File: config.mk
export PLATFORM = sky130hd
export DESIGN_NAME = xnor_cmp_sched
export DESIGN_NICKNAME = d
export VERILOG_FILES = /design/src/rtl/xnor_cmp_sched.sv
export SDC_FILE = /design/constraint.sdc
export NUM_CORES = 1
export LEC_CHECK = 0
export CORE_ASPECT_RATIO = 2
export CORE_UTILIZATION = 53
export CTS_CLUSTER_SIZE = 20
export DETAILED_ROUTE_END_ITERATION = 8
export DONT_BUFFER_PORTS = 1
export PLACE_DENSITY = 0.71
export SLEW_MARGIN = 20
export SYNTH_ARGS = -nofsm -noshare
export SYNTH_HDL_FRONTEND = slang
export SYNTH_SLANG_ARGS = --single-unit
File: constraint.sdc
create_clock -name clk -period 1.5 [get_ports clk]
set_clock_uncertainty 0.1 [all_clocks]
set_input_delay 0.3 -clock clk [delete_from_list [all_inputs] [get_ports clk]]
set_output_delay 0.3 -clock clk [all_outputs]
set_load 0.02 [all_outputs]
File: src/rtl/xnor_cmp_sched.sv
// xnor_cmp_sched -- two-requester bit-serial equality/match-count comparator.
// A single 1-bit XNOR cell is time-shared between two requesters. The
// winner's operands are captured, then compared one bit per cycle, LSB
// first, for 8 cycles. Arbitration is round-robin on the last-served id.
//
// Ports:
//   clk              rising-edge clock
//   rst_n            asynchronous active-low reset
//   req0, req1       compare requests, held high until the matching gnt
//   a0, b0, a1, b1   8-bit operand pairs of requester 0 / 1
//   gnt0, gnt1       one-cycle grant pulse (operands captured)
//   busy             high while a compare is in flight (SHIFT or DONE)
//   done             one-cycle result-valid pulse
//   done_id          requester served by the current result
//   eq               all 8 bit pairs match
//   match_cnt        number of matching bit positions, 0..8
module xnor_cmp_sched (
   input  logic       clk,
   input  logic       rst_n,
   input  logic       req0,
   input  logic       req1,
   input  logic [7:0] a0,
   input  logic [7:0] b0,
   input  logic [7:0] a1,
   input  logic [7:0] b1,
   output logic       gnt0,
   output logic       gnt1,
   output logic       busy,
   output logic       done,
   output logic       done_id,
   output logic       eq,
   output logic [3:0] match_cnt
);

   typedef enum logic [1:0] {IDLE, SHIFT, DONE} state_t;

   state_t     state, state_nx;
   logic [7:0] sh_a, sh_b;
   logic [2:0] bit_cnt;
   logic [3:0] acc;
   logic [3:0] acc_nx;
   logic       last_id;
   logic       cur_id;
   logic       capture;
   logic       win_id;
   logic       xnor_bit;

   always_comb begin
      state_nx = state;
      capture  = 1'b0;
      win_id   = 1'b0;
      case (state)
         IDLE: begin
            if (req0 || req1) begin
               capture  = 1'b1;
               // On a tie the requester not served last wins.
               win_id   = (req0 && req1) ? ~last_id : req1;
               state_nx = SHIFT;
            end
         end
         SHIFT: begin
            if (bit_cnt == 3'd7) state_nx = DONE;
         end
         DONE:    state_nx = IDLE;
         default: state_nx = IDLE;
      endcase
   end

   assign xnor_bit = sh_a[0] ~^ sh_b[0];
   // At most 8 increments from zero, so the 4-bit sum cannot wrap.
   assign acc_nx   = acc + {3'b000, xnor_bit};
   assign busy     = (state != IDLE);

   always_ff @(posedge clk or negedge rst_n) begin
      if (!rst_n) state <= IDLE;
      else        state <= state_nx;
   end

   always_ff @(posedge clk or negedge rst_n) begin
      if (!rst_n) begin
         sh_a      <= '0;
         sh_b      <= '0;
         bit_cnt   <= '0;
         acc       <= '0;
         last_id   <= 1'b1;
         cur_id    <= 1'b0;
         gnt0      <= 1'b0;
         gnt1      <= 1'b0;
         done      <= 1'b0;
         done_id   <= 1'b0;
         eq        <= 1'b0;
         match_cnt <= '0;
      end else begin
         gnt0 <= capture && !win_id;
         gnt1 <= capture &&  win_id;
         done <= 1'b0;
         if (capture) begin
            sh_a    <= win_id ? a1 : a0;
            sh_b    <= win_id ? b1 : b0;
            bit_cnt <= '0;
            acc     <= '0;
            last_id <= win_id;
            cur_id  <= win_id;
         end
         if (state == SHIFT) begin
            acc     <= acc_nx;
            sh_a    <= {1'b0, sh_a[7:1]};
            sh_b    <= {1'b0, sh_b[7:1]};
            bit_cnt <= bit_cnt + 3'd1;
            // Results are registered from the bit-7 sum so they are valid
            // in the same cycle done is high.
            if (bit_cnt == 3'd7) begin
               done      <= 1'b1;
               done_id   <= cur_id;
               match_cnt <= acc_nx;
               eq        <= (acc_nx == 4'd8);
            end
         end
      end
   end

endmodule
Word level (Yosys, flattened, before mapping)
Index checks and enable logic that the tools add are counted.
- register bits after elaboration: 36
- bits of input ports: 36
- output and inout port bits: 10
- word-level logic and storage cells: 52
- add/sub/neg operators: 2
- equality and inequality tests: 5
- muxes and demuxes: 20
- bitwise operators: 2
- reduce and logical (&&, ||, !) cells: 10
- operator list (operator ; count):
    8-bit 2-to-1 mux ; 6
    4-bit 2-to-1 mux ; 2
    1-bit 2-to-1 mux ; 7
    3-bit 2-to-1 mux ; 2
    4-bit by 1-bit adder with 4-bit output ; 1
    4-bit equality test (second input constant) ; 1
    2-bit 2-to-1 mux ; 2
    2-bit case mux with 2 select lines ; 1
    2-bit AND reduction ; 2
    2-bit nonzero test ; 2
    3-bit by 1-bit adder with 3-bit output (second input constant) ; 1
    3-bit equality test (second input constant) ; 1
    1-bit logical AND ; 3
    2-bit by 1-bit equality test with 1-bit output (second input constant) ; 1
    2-bit zero test ; 1
    2-bit by 1-bit != test with 1-bit output (second input constant) ; 1
    2-bit != test (second input constant) ; 1
    1-bit zero test ; 1
    1-bit logical OR ; 1
    1-bit NOT ; 1
    1-bit XNOR ; 1

Longest topological paths before layout
Gate-level depths: netlist (run 1).
- depth in word-level cells: 7
- mapped depth: 6
- mapped depth without buffers: 6

Worst setup path before layout (run 1)
Ideal clock, no wire load.
- path kind: register -> register
- from: register sh_b[0]
- to: register acc[2]
- setup time: 0.121 ns
- arrival: 1.352 ns
- data required time: 1.279 ns
- path slack: -0.073 ns
- cell stages (with the launch flop): 6
- path buffers: 0
- period minus slack after synthesis: 1.573 ns
- cell sequence: dfrtp_1 -> xnor2_1 -> ha_1 -> ha_1 -> mux2_2 -> a22o_1
- cells in the longest elaborated chain, start to end: 3
- ends and longest elaborated chain (what ; line ; RTL):
    start, declared ; 38 ; logic [7:0] sh_a, sh_b;
    start signal, assigned ; 99 ; sh_b <= win_id ? b1 : b0;
    start signal, assigned ; 108 ; sh_b <= {1'b0, sh_b[7:1]};
    1-bit XNOR ; 69 ; assign xnor_bit = sh_a[0] ~^ sh_b[0];
    4-bit by 1-bit adder with 4-bit output ; 71 ; assign acc_nx = acc + {3'b000, xnor_bit};
    4-bit 2-to-1 mux ; 105 ; if (state == SHIFT) begin
    end signal, assigned ; 106 ; acc <= acc_nx;
    end, declared ; 40 ; logic [3:0] acc;
Every way passes these cells.
A chain may end at the register's enable or synchronous reset.

Final worst setup path (run 1)
Ends and elaborated chain as after synthesis.

==> results.cfg, run 1 <==
[sta]
fmax_mhz = 618.9
timing.slew.headroom_pct = 44.53
rsz0062_at_grt = true
holdWs_ns = 0.1356
fin_crit_sh_pct = 107.7
slew_viol_final = 0
finalSetupViolCount = 3
worst_slew_pin_slew_ns = 0.8319
final-hold-violation-count = 0
finalWorstSetupSlack_ns = -0.1157
setup-tns-final_ns = -0.2584
min_period_ns = 1.616

[worst_setup_path]
worst_setup_path_end_kind = register
critPathMaxFanout = 2
rrSetupSlack_ns = -0.12
cp_data_arrival_time_ns = 1.69
setup.worst_path.class = reg2reg
startpoint_type = register
critPathRequiredTime_ns = 1.58

[run_status]
violations = setup timing
status = finished, violations left

[floorplan]
initial_utilization_pct = 55.45
ioPinCount = 46
dieWidth_um = 42.87
dieArea_um2 = 3590
die_h_um = 83.74
core_um2 = 3193
row_count = 29

[grt]
grt.total_usage_pct = 22.56
met1_usage_pct = 25.14
top_usage_layer = met2
grt_pass1_wl_mm = 6.106
grt_antenna_before_repair = 0
grtUsageMet3_pct = 4.762
grt_max_degree = 37
grt-ovfl-total = 0
grt.met2_usage_pct = 39.67
grt_pass1_vias = 1322

[yosys]
syn_area_um2 = 1770
syn_nets = 196
synth_cell_types = 32
async_flop_share_pct = 100.0
ys_ff_latch = 36
synth_ff_type = dfrtp_1
yosys_warnings = 0
yosysSeqAreaShare_pct = 50.95
synth_edf_count = 0
avgSynthCellArea_um2 = 11.35
syn_inst = 156

[placed_design]
gp_congestion = 0.7861
portBuffers = 0
hpwl_mm = 2.545
post-place-ws_ns = -0.1674

[route]
wl_per_cell_um = 17.72
drt-pass1-iter-count = 4
num_vias = 1257
vias_per_cell = 6.285
drt-total-wl_mm = 3.544
drt_iter0_drc = 24
drc = 0
drtAntennaViolNets = 0

[cts]
clk_latency_ns = 0.29
cts_tree = done
root_buffer = clkbuf_8
clock_sinks = 36
clk_path_buf_depth = 2
clkTransAtPathRegs_ns = 0.07
h-tree-depth = 2
numCtsBuffers = 5

[power_and_ir_drop]
p_per_area_nw_per_um2 = 2056
power_leakage_uw = 0.0009407
ir_drop_mv = 1.308

[min_path]
hold_path.class = in2reg

[layout]
final_util_pct = 63.91
area_delta_synth_final_pct = 15.27
final_layout_size_suffix_gt1_share_pct = 25.44
nets = 208
diodes = 0
nFillCells = 269

[run]
cap_violations = 0
cell type report:
type	count	area [um^2]	area share [%]
flip-flops and latches	36	903.4	44.27
multi-input cells	100	813.3	39.85
well taps	31	38.79	1.901
clock inverters	2	35.03	1.717
inverters	11	41.29	2.023
clock buffers	6	72.57	3.556
repair buffers	14	136.4	6.683
per-layer routing:
| layer | wire length, um | up-vias | share of wire, % |
|---|---|---|---|
| met5 | 0 | - | 0 |
| met3 | 157 | 5 | 4.4 |
| met1 | 1319 | 616 | 37 |
| met4 | 56 | 0 | 1.6 |
| met2 | 2010 | 47 | 57 |
| li1 | - | 589 | - |
state kept, by name, summed over array words and instances, names as in the netlist:
| name | flops |
|---|---|
| match_cnt | 4 |
| done | 1 |
| done_id | 1 |
| bit_cnt | 3 |
| sh_a | 8 |
| eq | 1 |
| state | 2 |
| last_id | 1 |
| cur_id | 1 |
| acc | 4 |
| gnt1 | 1 |
| gnt0 | 1 |
| sh_b | 8 |
what timing repair did:
action,4_1_cts,5_1_grt
pin swaps,5,0
endpoints found under the hold margin,36,0
resized for setup,7,1
setup endpoints to repair,8,9
setup buffers,0,0
hold buffers,2,0
synth_stat cells, types with 2 or more instances:
| library cell | count | area [um^2] |
|---|---|---|
| a22o_1 | 2 | 17.52 |
| nand3_1 | 2 | 10.01 |
| nor2b_1 | 3 | 18.77 |
| nor2_1 | 3 | 11.26 |
| mux2_2 | 5 | 56.30 |
| o32ai_2 | 2 | 32.53 |
| o21ai_0 | 16 | 80.08 |
| dfrtp_1 | 35 | 875.8 |
| a21o_1 | 2 | 15.01 |
| o21a_1 | 2 | 15.01 |
| mux2i_1 | 14 | 140.1 |
| o221ai_1 | 14 | 122.6 |
| ha_1 | 4 | 50.05 |
| buf_6 | 3 | 33.78 |
| buf_2 | 5 | 25.02 |
| nor2_4 | 2 | 22.52 |
| xnor2_1 | 2 | 17.52 |
| inv_1 | 11 | 41.29 |
| nand2_1 | 16 | 60.06 |
report_power, final:
| group | switching, uW | leakage [uW] | internal [uW] |
|---|---|---|---|
| Clock | 336 | 0.0000552 | 493 |
| Sequential | 347 | 0.000456 | 1380 |
| Combinational | 840 | 0.000429 | 804 |
| Total | 1520 | 0.000941 | 2670 |
path summary, 6_finish.rpt:
| path | start | end | cells past startpoint |
|---|---|---|---|
| setup / recovery | sh_b[0] | acc[2] | 5 |
| hold / removal | b0[2] | sh_b[2] | 2 |
| setup reg to reg | sh_b[0] | acc[2] | 5 |
| hold reg to reg | cur_id | cur_id | 1 |
| max in group asynchronous | rst_n | last_id | 2 |
| min in group asynchronous | rst_n | sh_a[3] | 2 |
cells by family after synthesis:
logic type                 after synthesis  share of synthesized area (%)
AOI/OAI and AO/OA                       43                          18.80
DFF                                     36                          50.95
and+or+nand+nor                         31                          8.905
buffers and inverters                   20                          5.936
muxes                                   19                          11.09
adders and majority gates                4                          2.827
xor gates and xnor gates                 3                          1.484
per-stage QoR:
stage	total power [uW]	instance area, um^2	cells
2_1_floorplan	2857	1789	156
3_3_place_gp	3213	1867	190
3_5_place_dp	3290	1867	190
4_1_cts	4243	2038	200
5_1_grt	4489	2041	200
6_report	4197	2041	200
cells in the final DEF (no fill, tap or decap), types with 2 or more instances in the layout:
cell	synthesis	layout
ha_2	0	2
o32ai_2	2	2
inv_1	11	10
mux2i_1	14	14
nor2_4	2	2
nor2b_1	3	3
o221ai_1	14	14
clkbuf_8	0	5
mux2_2	5	4
o21ai_0	16	16
a21o_1	2	2
a22o_1	2	2
nand2_1	16	16
nor2_1	3	3
dfrtp_1	35	34
buf_12	0	2
buf_4	0	10
o21a_1	2	2
worst max-delay path, stage by stage, from the launching register on:
cell,delay (ns)
dfrtp_1,0.40
xnor2_1,0.17
ha_2,0.22
ha_4,0.15
mux2_4,0.30
a22o_1,0.17
Note: power is estimated with default switching activity, not from simulation.
==> run 2: changes to the inputs <==
Settings changed: CAP_MARGIN set to 10, CORE_UTILIZATION 53 to 40, PLACE_DENSITY 0.71 to unset.
==> run 2 against run 1 <==
Against the previous run: the flow still finishes with violations (setup timing); critical path depth stayed put; global-route usage is 4.8 points lower; combinational power hardly changed; non-clock buffer count is 3 higher; sequential cell count stayed put; setup slack worse by 0.0074 ns; die area is 31% higher; maximum frequency is 0.46% lower; sequential power hardly changed; register-to-register slack hardly changed; utilization is 14 points lower; critical path type unchanged; largest power group unchanged.
==> results.cfg, run 2 (synthesis gave the netlist of run 1 again) <==
[run_status]
status = finished, violations left
violations = setup timing

[route]
drtAntennaViolNets = 0
wl_per_cell_um = 17.17
drt-total-wl_mm = 3.830
drc = 0
drt-pass1-iter-count = 4
num_vias = 1245
drt_iter0_drc = 21
vias_per_cell = 5.583

[min_path]
hold_depth = 2
hold_path.class = in2reg

[floorplan]
die_h_um = 96.09
row_count = 33
core_um2 = 4170
ioPinCount = 46
initial_utilization_pct = 42.45
dieWidth_um = 49.05
dieArea_um2 = 4712

[layout]
final_cell_mix = dfrtp_1 (34), nand2_1 (16), o21ai_0 (16)
area_delta_synth_final_pct = 17.10
nets = 211
final_util_pct = 49.71
layout_commonest_cell = dfrtp_1
final_layout_size_suffix_gt1_share_pct = 26.32
largest_registers = sh_a x8, sh_b x8
diodes = 0

[sta]
finalWorstSetupSlack_ns = -0.1232
worst_slew_pin_slew_ns = 0.8441
fin_crit_sh_pct = 108.2
finalSetupViolCount = 5
slew_viol_final = 0
setup-tns-final_ns = -0.3847
fmax_mhz = 616.1
final-hold-violation-count = 0
rsz0062_at_grt = true
timing.slew.headroom_pct = 43.72
min_period_ns = 1.623
holdWs_ns = 0.1414

[worst_setup_path]
crit_end = acc[2]
reg2reg_depth = 5
cp_data_arrival_time_ns = 1.70
cp-startpoint = sh_b[0]
r2r_start = sh_b[0]
worst_setup_path_end_kind = register
reg2reg_to = acc[2]
rrSetupSlack_ns = -0.12
critPathMaxFanout = 2
setup.worst_path.class = reg2reg
startpoint_type = register
critPathRequiredTime_ns = 1.58

[cts]
clock_sinks = 36
clkTransAtPathRegs_ns = 0.07
h-tree-depth = 2
root_buffer = clkbuf_8
cts_tree = done
clk_latency_ns = 0.29
numCtsBuffers = 5
clk_path_buf_depth = 2

[grt]
grt_max_degree = 37
grt.total_usage_pct = 17.77
grt-ovfl-total = 0
grt_antenna_before_repair = 0
grt_pass1_wl_mm = 6.072
grt_pass1_vias = 1279

[power_and_ir_drop]
p_per_area_nw_per_um2 = 1998
power_leakage_uw = 0.0009512
ir_drop_mv = 1.234

[placed_design]
gp_congestion = 0.7690
portBuffers = 0
hpwl_mm = 2.720

[run]
cap_violations = 0
==> run 2: cell types whose count changed in the layout (fill, tap and decap cells not counted), sizes merged <==
| cell | previous run | this run |
|---|---|---|
| clkbuf | 6 | 7 |
| bufinv | 1 | 0 |
| buf | 13 | 16 |
| clkinv | 1 | 0 |
==> run 2: where the power goes <==
group / total, uW / switching, uW / internal [uW]
Clock: 736 / 327 / 409
Sequential: 1730 / 353 / 1380
Combinational: 1670 / 858 / 815
==> run 2: what timing repair did <==
| item | CTS | global route |
|---|---|---|
| pin swaps | 4 | 1 |
| buffers inserted | 0 | 3 |
| endpoints found under the setup margin | 8 | 10 |
| gates resized for setup | 6 | 2 |
| hold buffers | 2 | 0 |
| endpoints found under the hold margin | 36 | 0 |
==> run 2: worst max-delay path: stages (launching register included) <==
cell	delay [ns]
dfrtp_1	0.39
xnor2_1	0.17
ha_2	0.24
ha_4	0.15
mux2_4	0.29
a22o_1	0.17
==> run 2: worst min path at each step <==
stage,startpoint,end,slack (ns)
after CTS,b0[6],sh_b[6],0.13
after global routing,b0[4],sh_b[4],0.14
after detailed placement,rst_n,match_cnt[0],-0.09
after global placement,rst_n,match_cnt[1],-0.09
final,a0[6],sh_a[6],0.14
after floorplan,rst_n,acc[0],-0.1
==> run 2: cell type report <==
type	count	area, um^2
Clock buffer	7	96.34
Fill cell	386	2097
Inverter	11	43.79
Multi-Input combinational cell	100	805.8
Sequential cell	36	903.4
Tap cell	52	65.06
Timing Repair Buffer	17	158.9
==> run 2: through the flow <==
stage | instances | power, uW | area (um^2) | setup slack (ns)
global route | 223 | 4431 | 2073 | -0.1802
CTS | 220 | 4153 | 2046 | -0.1380
global placement | 211 | 3225 | 1893 | -0.1005
detailed placement | 211 | 3315 | 1893 | -0.1456
floorplan | 156 | 2857 | 1789 | -0.05375
finish | 223 | 4141 | 2073 | -0.1232
==> run 2: layer usage <==
metal  up-vias  wire (um)  GRT usage [%]
li1        588          -              -
met1       622       1453          17.61
met2        30       2210          34.03
met3         5        109          3.476
met4         0         56          9.559
met5         -          0              0
